$ cat config.mk
export PLATFORM = sky130hd
export DESIGN_NAME = win_check_sequencer
export DESIGN_NICKNAME = d
export VERILOG_FILES = /design/src/rtl/win_check_sequencer.sv
export SDC_FILE = /design/constraint.sdc
export NUM_CORES = 1
export LEC_CHECK = 0
export BUFFER_PORTS_ARGS = -buffer_cell sky130_fd_sc_hd__buf_4
export CAP_MARGIN = 20
export CORE_ASPECT_RATIO = 1.1
export CORE_MARGIN = 5
export CORE_UTILIZATION = 55
export DETAILED_ROUTE_END_ITERATION = 10
export PLACE_DENSITY = 0.79
export SLEW_MARGIN = 20
export SYNTH_ARGS = -nofsm -noshare
export SYNTH_HDL_FRONTEND = slang
export SYNTH_SLANG_ARGS = --single-unit
$ cat constraint.sdc
create_clock -name clk -period 5.4 [get_ports clk]
set_clock_uncertainty 0.2 [all_clocks]
set_input_delay 0.81 -clock clk [delete_from_list [all_inputs] [get_ports clk]]
set_output_delay 0.81 -clock clk [all_outputs]
set_load 0.01 [all_outputs]
$ cat src/rtl/win_check_sequencer.sv
// Serial connect-four win detector: walks the four lines through a dropped piece, one board probe per cycle; WIN_DIR_EN adds win_dir.
// Latency: done pulses the cycle after the last probe (empty player: next cycle); start is ignored while busy, no queueing.
module win_check_sequencer #(
    parameter int ROWS    = 8,
    parameter int COLS    = 8,
    parameter int WIN_LEN = 4
) (
    input  logic       clk,
    input  logic       rst_n,
    input  logic       start,
    input  logic [2:0] start_row,
    input  logic [2:0] start_col,
    input  logic [1:0] player,
    output logic [2:0] rd_row,
    output logic [2:0] rd_col,
    output logic       rd_valid,
    input  logic [1:0] rd_data,
    output logic       busy,
    output logic       done,
    output logic       win
`ifdef WIN_DIR_EN
    ,
    output logic [1:0] win_dir
`endif
);

    localparam logic [3:0] ROWS4 = 4'(ROWS);
    localparam logic [3:0] COLS4 = 4'(COLS);
    localparam logic [3:0] WIN4  = 4'(WIN_LEN);

    typedef enum logic [1:0] {
        ST_IDLE = 2'd0,
        ST_SCAN = 2'd1,
        ST_DONE = 2'd2
    } state_t;

    state_t     state_q, state_n;
    logic [2:0] row_q, row_n;
    logic [2:0] col_q, col_n;
    logic [1:0] player_q, player_n;
    logic [1:0] dir_q, dir_n;
    logic       side_q, side_n;
    logic [3:0] k_q, k_n;
    logic [3:0] count_q, count_n;
    logic       win_q, win_n;
`ifdef WIN_DIR_EN
    logic [1:0] win_dir_q, win_dir_n;
`endif

    logic              row_up, row_dn, col_up, col_dn;
    logic signed [3:0] k_s;
    logic signed [3:0] probe_row, probe_col;
    logic              in_bounds;
    logic              match;
    logic              end_side;

    // Side 1 walks the same line in the opposite direction.
    always_comb begin
        row_up = (dir_q != 2'd0) && !side_q;
        row_dn = (dir_q != 2'd0) && side_q;
        col_up = ((dir_q == 2'd0 || dir_q == 2'd2) && !side_q) || (dir_q == 2'd3 && side_q);
        col_dn = ((dir_q == 2'd0 || dir_q == 2'd2) && side_q) || (dir_q == 2'd3 && !side_q);
    end

    // 4-bit signed probe: stepping off the board lands on -1 or 8 (wraps to -8), both negative or out of range.
    always_comb begin
        k_s       = signed'(k_q);
        probe_row = signed'({1'b0, row_q}) + (row_up ? k_s : (row_dn ? -k_s : 4'sd0));
        probe_col = signed'({1'b0, col_q}) + (col_up ? k_s : (col_dn ? -k_s : 4'sd0));
        in_bounds = !probe_row[3] && ($unsigned(probe_row) < ROWS4) &&
                    !probe_col[3] && ($unsigned(probe_col) < COLS4);
    end

    always_comb begin
        rd_valid = (state_q == ST_SCAN) && in_bounds;
        rd_row   = (state_q == ST_SCAN) ? probe_row[2:0] : 3'd0;
        rd_col   = (state_q == ST_SCAN) ? probe_col[2:0] : 3'd0;
        match    = rd_valid && (rd_data == player_q);
        busy     = (state_q != ST_IDLE);
        done     = (state_q == ST_DONE);
        win      = win_q;
    end

`ifdef WIN_DIR_EN
    assign win_dir = win_dir_q;
`endif

    always_comb begin
        state_n  = state_q;
        row_n    = row_q;
        col_n    = col_q;
        player_n = player_q;
        dir_n    = dir_q;
        side_n   = side_q;
        k_n      = k_q;
        count_n  = count_q;
        win_n    = win_q;
`ifdef WIN_DIR_EN
        win_dir_n = win_dir_q;
`endif
        end_side = 1'b0;

        case (state_q)
            ST_IDLE: begin
                if (start) begin
                    win_n = 1'b0;
`ifdef WIN_DIR_EN
                    win_dir_n = 2'd0;
`endif
                    if (player != 2'b00) begin
                        row_n    = start_row;
                        col_n    = start_col;
                        player_n = player;
                        dir_n    = 2'd0;
                        side_n   = 1'b0;
                        k_n      = 4'd1;
                        count_n  = 4'd1;
                        state_n  = ST_SCAN;
                    end else begin
                        state_n = ST_DONE;
                    end
                end
            end

            ST_SCAN: begin
                if (match) begin
                    if (count_q + 4'd1 == WIN4) begin
                        win_n   = 1'b1;
`ifdef WIN_DIR_EN
                        win_dir_n = dir_q;
`endif
                        state_n = ST_DONE;
                    end else begin
                        count_n = count_q + 4'd1;
                        if (k_q + 4'd1 == WIN4) begin
                            end_side = 1'b1;
                        end else begin
                            k_n = k_q + 4'd1;
                        end
                    end
                end else begin
                    end_side = 1'b1;
                end

                // count carries over into the second side of the same line.
                if (end_side) begin
                    k_n = 4'd1;
                    if (!side_q) begin
                        side_n = 1'b1;
                    end else begin
                        side_n  = 1'b0;
                        count_n = 4'd1;
                        dir_n   = dir_q + 2'd1;
                        if (dir_q == 2'd3) begin
                            win_n   = 1'b0;
                            state_n = ST_DONE;
                        end
                    end
                end
            end

            ST_DONE: begin
                state_n = ST_IDLE;
            end

            default: begin
                state_n = ST_IDLE;
            end
        endcase
    end

    always_ff @(posedge clk or negedge rst_n) begin
        if (!rst_n) begin
            state_q  <= ST_IDLE;
            row_q    <= 3'd0;
            col_q    <= 3'd0;
            player_q <= 2'd0;
            dir_q    <= 2'd0;
            side_q   <= 1'b0;
            k_q      <= 4'd0;
            count_q  <= 4'd0;
            win_q    <= 1'b0;
`ifdef WIN_DIR_EN
            win_dir_q <= 2'd0;
`endif
        end else begin
            state_q  <= state_n;
            row_q    <= row_n;
            col_q    <= col_n;
            player_q <= player_n;
            dir_q    <= dir_n;
            side_q   <= side_n;
            k_q      <= k_n;
            count_q  <= count_n;
            win_q    <= win_n;
`ifdef WIN_DIR_EN
            win_dir_q <= win_dir_n;
`endif
        end
    end

endmodule

==> results by group, run 1 <==
Logic synthesis
  – Sequential area share after synthesis: 0.319
  – Ys flop type: dfrtp_1
  – Synth top area cells: dfrtp_1 (32%), ha_1 (9.4%), nor2_1 (4.1%)
  – Yosys cell types: 56
  – Post-synth top cells: dfrtp_1 (22), nor2_1 (19), nand2_1 (16)
  – Avg Cell Area, Syn: 8.89 sq um
  – Yosys warns: 0
  – Number of synthesized flops with an enable pin: 0
  – Synthesized Nets: 222
  – Area leader, netlist: dfrtp_1
  – Share of the synthesized area in the top cell type: 0.319
  – Yosys reg bits: 22
  – Most frequent cell after synthesis: dfrtp_1
  – Synthesized area: 1720 sq um
  – Mapped Cells: 194
  – Async SR Flop Fraction: 1.00

Power
  – Net switching power: 507 uW
  – Net Sw Frac: 0.437
  – Sequential Power Share: 0.240
  – Max VDD drop: 0.000498 V
  – Int Pwr: 654 uW
  – Leak: 0.870 nW
  – Comb pwr share: 0.649
  – P per Cell Area: 596 nW/um^2
  – Clock power share: 0.110

CTS
  – CTS tree: done
  – Clock Tree Buf Depth: 2
  – Reg clk slew, reported paths: 0.13 ns
  – Worst-Skew Late Latency: 0.31 ns
  – CTS sink count: 22
  – Post-CTS resize count: 0
  – Hold-fix buffers at CTS: 0
  – Root Buffer Master: clkbuf_4
  – Setup Buffers After CTS: 0
  – CTS buffer count: 3
  – Number of H-tree levels: 1

Floorplan
  – Core area: 3020 sq um
  – # rows: 21
  – DIE HEIGHT: 68.7 um
  – Die Wd: 63.4 um
  – Starting Density: 0.571
  – Die area: 4360 sq um
  – Io pins: 23

Routing
  – Via density: 6.00
  – Routed wire per std cell: 14.9 um
  – First-iteration detailed-routing DRC count: 41
  – Vias: 1495
  – DR DRC count: 0
  – Post-DRT Antenna Nets: 0
  – Overall routed net length: 3.72 mm
  – Drt pass-1 iters: 4

GRT
  – First-pass GRT wire length: 6.77 mm
  – Tot GR Track Use: 0.192
  – Number of global-route vias before repair: 1527
  – GR Overflow Total: 0
  – Largest net degree at the start of global routing: 23
  – Initial antenna violation count: 0

Worst setup path
  – Largest delay share family, worst path: compound AO/OA/AOI/OAI gates
  – Worst path max stage delay: 0.42 ns
  – Setup crit end kind: primary output
  – Worst EP required: 4.39 ns
  – Crit path max fanout: 11
  – Crit Path Class: reg -> out
  – Number of buffers and inverters on the critical path: 2
  – Worst-path cell chain: inv_1 > ha_1 > or2_2 > mux2i_1 > nand3_1 > o21ai_0 > nor2_1 > ha_1 > a21oi_1 > and2_1 > o211ai_1 > a2111o_1 > nor3_1 > buf_4
  – CP max-delay cell: a2111o_1
  – CP startpoint kind: register
  – Worst endpoint data arrival time: 3.45 ns
  – Most common cell on crit path: ha_1

Outcome
  – Status: finished clean

Final layout
  – Final net count: 244
  – Diode count: 0
  – Layout cell share with drive strength beyond 1: 0.191
  – Final Core Density: 0.645
  – Area grow syn2layout: 13.1%

STA
  – Slew @ Worst Pin: 0.731 ns
  – Unrepaired setup endpoints after global routing: false
  – Crit share post-route: 0.827
  – Max frequency: 224 MHz
  – Final setup viols: 0
  – Final Hold Viols: 0
  – Final Max Slew Viols: 0
  – Post-layout min period: 4.46 ns
  – Worst slew margin relative to its limit: 0.512
  – Sum Neg Setup Slack: 0 ns

Placement
  – Final HPWL DP: 2.92 mm
  – Gpl congestion: 0.930
  – Port buffer count: 22

Run
  – Max-cap violations: 0

Worst hold path
  – Hold WC Path Type: in -> async
path summary, 6_finish.rpt:
| path | start | to | slack [ns] | depth (start not counted) |
|---|---|---|---|---|
| min in group clk | player_q[1] | player_q[1] | 0.32 | 2 |
| worst min register to register | player_q[1] | player_q[1] | 0.32 | 2 |
| worst max-delay path | dir_q[0] | rd_valid | 0.94 | 14 |
| worst max register to register | dir_q[0] | k_q[0] | 1.27 | 15 |
| worst min-delay path | rst_n | side_q | 0.16 | 1 |
| max in group asynchronous | rst_n | state_q[0] | 4.62 | 1 |
kinds of logic (layout without fill, tap and decap cells):
family,count (synthesis),count (layout),share of synthesized area
AND/OR/NAND/NOR,78,78,0.242
AO/OA/AOI/OAI,44,44,0.179
flip-flops,22,22,0.319
buffers and inverters,19,40,0.0508
adder cells (fa/ha/maj),15,15,0.118
XOR/XNOR,8,8,0.0406
multiplexers,8,8,0.0501
worst reg2reg max path, delay by kind of cell (launching register included):
| family | cells | cell delay, ns |
|---|---|---|
| AOI/OAI and AO/OA | 6 | 1.26 |
| DFF | 1 | 0.39 |
| adders and majority gates | 2 | 0.63 |
| muxes | 1 | 0.16 |
| buffers and inverters | 1 | 0.08 |
| and+or+nand+nor | 5 | 1.27 |
placed cells by master, fill, tap and decap left out, types with 2 or more instances in the layout:
cell type	netlist	routed
nor3b_1	3	3
mux2_2	5	5
and3_1	4	4
fa_1	2	2
nor2_1	19	19
nor2b_1	4	4
xor2_1	3	3
o211ai_1	2	2
dfrtp_1	22	22
a21oi_1	9	9
o2bb2ai_1	2	2
inv_1	14	14
nand3_1	6	6
o21ai_0	9	9
or2_2	3	3
and2_1	6	6
nand2_1	16	16
nand2b_1	2	2
o221ai_1	2	2
o21ai_1	2	2
mux2i_1	3	3
ha_1	13	13
nor3_1	2	2
clkbuf_4	0	3
or3_1	3	3
buf_4	0	22
xnor2_1	5	5
power groups by stage:
stage,sequential (mW),combinational (mW),clock [mW]
final,0.279,0.754,0.128
after floorplan,0.257,0.551,0
after global routing,0.290,0.846,0.139
after global placement,0.278,0.724,0
after CTS,0.279,0.761,0.131
after detailed placement,0.283,0.750,0
metrics by stage:
stage | instance area [sq um] | worst slack, ns | instances | hold WS, ns | power, mW
after floorplan | 1720 | 1.50 | 194 | 0.264 | 0.808
after global placement | 1900 | 1.39 | 245 | 0.279 | 1.00
after detailed placement | 1900 | 1.31 | 245 | 0.292 | 1.03
after CTS | 1950 | 0.929 | 249 | 0.159 | 1.17
after global routing | 1950 | 0.621 | 249 | 0.167 | 1.28
final | 1950 | 0.937 | 249 | 0.160 | 1.16
layer usage:
metal | up-vias | wire length, um | part of all wire | global-route usage
met2 | 34 | 1940 | 0.52 | 0.358
met1 | 722 | 1580 | 0.42 | 0.223
li1 | 731 | - | - | -
met4 | 0 | 65 | 0.017 | 0.0779
met5 | - | 0 | 0 | 0
met3 | 8 | 138 | 0.037 | 0.0259
registers in the layout, indices dropped and copies added, names as in the netlist:
register,cells
player_q,2
count_q,4
row_q,3
col_q,3
state_q,2
dir_q,2
k_q,4
win,1
side_q,1
area by class of cell:
cell class                      instances  area (sq um)
Sequential cell                        22           551
Inverter                               14          52.6
Tap cell                               34          42.5
Clock inverter                          1          30.0
Fill cell                             247          1070
Multi-Input combinational cell        153          1090
Clock buffer                            3          22.5
Timing Repair Buffer                   22           165
No activity file was read; power rests on OpenSTA's default activity.
==> inputs of run 2 (changes only) <==
--- a/config.mk
+++ b/config.mk
@@ -9,9 +9,9 @@
 export CAP_MARGIN = 20
 export CORE_ASPECT_RATIO = 1.1
 export CORE_MARGIN = 5
-export CORE_UTILIZATION = 55
+export CORE_UTILIZATION = 52
 export DETAILED_ROUTE_END_ITERATION = 10
-export PLACE_DENSITY = 0.79
+export PLACE_DENSITY = 0.78
 export SLEW_MARGIN = 20
 export SYNTH_ARGS = -nofsm -noshare
 export SYNTH_HDL_FRONTEND = slang
==> constraint.sdc (replaced) <==
create_clock -name clk -period 3.8 [get_ports clk]
set_clock_uncertainty 0.2 [all_clocks]
set_input_delay 0.57 -clock clk [delete_from_list [all_inputs] [get_ports clk]]
set_output_delay 0.57 -clock clk [all_outputs]
set_load 0.01 [all_outputs]
==> results by group, run 2 (synthesis gave the netlist of run 1 again) <==
Outcome
  – Status: complete, but fails checks
  – Failing checks: setup timing

CTS
  – Number of H-tree levels: 1 (unchanged)
  – Root Buffer Master: clkbuf_4
  – Reg clk slew, reported paths: 0.12 ns (about the same)
  – Clock Tree Buf Depth: 2 (unchanged)
  – CTS sink count: 22 (unchanged)
  – Worst-Skew Late Latency: 0.32 ns (about the same)
  – CTS tree: done
  – CTS buffer count: 3 (unchanged)

Worst setup path
  – CP startpoint kind: register
  – Worst r2r src: dir_q[1]
  – Worst setup path endpoint: rd_valid
  – Worst Setup SP: dir_q[1]
  – RR Endpoint: count_q[0]
  – Crit path max fanout: 6 (-5)
  – Largest delay share family, worst path: compound AO/OA/AOI/OAI gates
  – Number of buffers and inverters on the critical path: 3 (+1)
  – Worst endpoint data arrival time: 3.18 ns (-0.27 ns)
  – Reg2Reg Setup Slack: -0.11 ns (-1.38 ns)
  – Worst-path cell chain: buf_4 > ha_2 > nor3b_2 > a221oi_1 > a21oi_1 > ha_1 > a21oi_4 > buf_6 > nand2_2 > o221ai_2 > a2111o_1 > nor3_2 > buf_4
  – Worst path max stage delay: 0.44 ns (+0.02 ns)
  – Crit path depth: 13 (-1)
  – Crit Path Class: reg -> out
  – Worst EP required: 3.03 ns (-1.36 ns)
  – CP max-delay cell: dfrtp_2
  – R2R cell count: 15 (unchanged)
  – Most common cell on crit path: buf_4
  – Setup crit end kind: primary output

Floorplan
  – DIE HEIGHT: 70.4 um (+2.4%)
  – Die Wd: 64.9 um (+2.4%)
  – Core area: 3280 sq um (+8.4%)
  – Starting Density: 0.526 (-0.0442)
  – Die area: 4570 sq um (+4.9%)
  – Io pins: 23 (unchanged)
  – # rows: 22 (+4.8%)

Final layout
  – # fillers: 253 (+2.4%)
  – Final net count: 265 (+8.6%)
  – Most common cell after layout, fill and taps aside: buf_4
  – Diode count: 0 (unchanged)
  – Final instance area: 2230 sq um (+15%)
  – Layout cell share with drive strength beyond 1: 0.366 (+0.175)
  – Most frequent cells in the layout: buf_4 (40), dfrtp_1 (21), nor2_1 (17)
  – Final Core Density: 0.682 (+0.0367)
  – Area grow syn2layout: 29.5%
  – Biggest regs: count_q: 4 flops, k_q: 4 flops

Power
  – Max VDD drop: 0.000459 V (-7.8%)
  – P per Cell Area: 913 nW/um^2 (+53%)
  – Pwr Total: 2.04 mW (+76%)
  – Leak: 0.988 nW (+14%)

GRT
  – First-pass GRT wire length: 7.02 mm (+3.7%)
  – Initial antenna violation count: 0 (unchanged)
  – Largest net degree at the start of global routing: 23 (unchanged)
  – Tot GR Track Use: 0.192 (+0.000399)
  – GR Overflow Total: 0 (unchanged)
  – Number of global-route vias before repair: 1536 (+0.59%)

STA
  – Max frequency: 253 MHz
  – Final Max Slew Viols: 0 (unchanged)
  – Post-layout min period: 3.95 ns
  – Slew @ Worst Pin: 0.728 ns (-0.00278 ns)
  – Final Hold Viols: 0 (unchanged)
  – Crit share post-route: 1.04
  – Unrepaired setup endpoints after global routing: true
  – Worst slew margin relative to its limit: 0.514 (+0.00186)
  – Final setup viols: 8 (+8)
  – Setup ws final: -0.145 ns (-1.08 ns)

Routing
  – DR DRC count: 0 (unchanged)
  – Via density: 6.16 (+2.6%)
  – First-iteration detailed-routing DRC count: 115 (+180%)
  – Routed wire per std cell: 17.7 um (+18%)
  – Post-DRT Antenna Nets: 0 (unchanged)
  – Vias: 1669 (+12%)
  – Overall routed net length: 4.79 mm (+29%)
  – Drt pass-1 iters: 4 (unchanged)

Placement
  – Area after DPL: 1960 sq um (+3.5%)
  – Final HPWL DP: 2.95 mm (+1.3%)
  – Port buffer count: 22 (unchanged)
  – Place WS: -0.0751 ns (-1.39 ns)
  – Gpl congestion: 0.879 (-5.6%)

Worst hold path
  – Hold WC Path Type: in -> reg

Run
  – Max-cap violations: 0 (unchanged)
==> run 2: cell types whose count changed in the layout (fill, tap and decap cells not counted), sizes merged <==
cell / delta
dlygate4sd3: +1
buf: +19
bufinv: -1
or4: +1
==> run 2: what timing repair did <==
action	4_1_cts	5_1_grt
setup endpoints to repair	9	15
pin swaps	7	13
gates resized for setup	16	22
buffers inserted	5	6
hold buffers	1	0
hold endpoints to repair	22	0
cloned	1	0
==> run 2: cell type report <==
type / instances / area [sq um] / area share
flip-flops and latches: 22 / 552 / 0.247
multi-input cells: 154 / 1240 / 0.555
repair buffers: 42 / 322 / 0.144
inverters: 14 / 52.6 / 0.0235
clock buffers: 3 / 22.5 / 0.0101
well taps: 36 / 45.0 / 0.0202
==> run 2: per-layer routing <==
layer	GRT usage	routed length, um	part of all wire	up-vias
li1	-	-	-	782
met1	0.232	1830	0.38	803
met2	0.342	2570	0.54	65
met3	0.0289	237	0.050	19
met4	0.0634	148	0.031	0
met5	0	0	0	-
==> run 2: stage by stage <==
step	hold WS [ns]	std cells	TNS, ns
4_1_cts	0.270	265	-0.231
6_report	0.270	271	-0.458
5_1_grt	0.272	271	-2.12
2_1_floorplan	0.0744	194	0
3_5_place_dp	0.279	255	-0.235
3_3_place_gp	0.279	255	0
==> run 2: worst min-delay path by stage <==
stage             endpoint  slack [ns]    startpoint  cells past startpoint
2_1_floorplan     col_q[0]        0.07         rst_n                      0
3_3_place_gp   player_q[0]        0.28         rst_n                      1
3_5_place_dp   player_q[0]        0.28         rst_n                      1
4_1_cts        player_q[0]        0.27     player[0]                      3
5_1_grt           col_q[0]        0.27  start_col[0]                      2
6_report       player_q[0]        0.27     player[0]                      3
==> run 2: power breakdown <==
| part | switching (mW) | leakage, nW | internal, mW |
|---|---|---|---|
| logic | 0.775 | 0.702 | 0.770 |
| registers | 0.0723 | 0.271 | 0.311 |
| clock network | 0.0735 | 0.0138 | 0.0372 |
| total | 0.921 | 0.988 | 1.12 |
==> run 2: tightest hold or removal path, stage by stage <==
cell     delay (ns)
buf_4          0.08
nand2_1        0.06
nand2_1        0.05
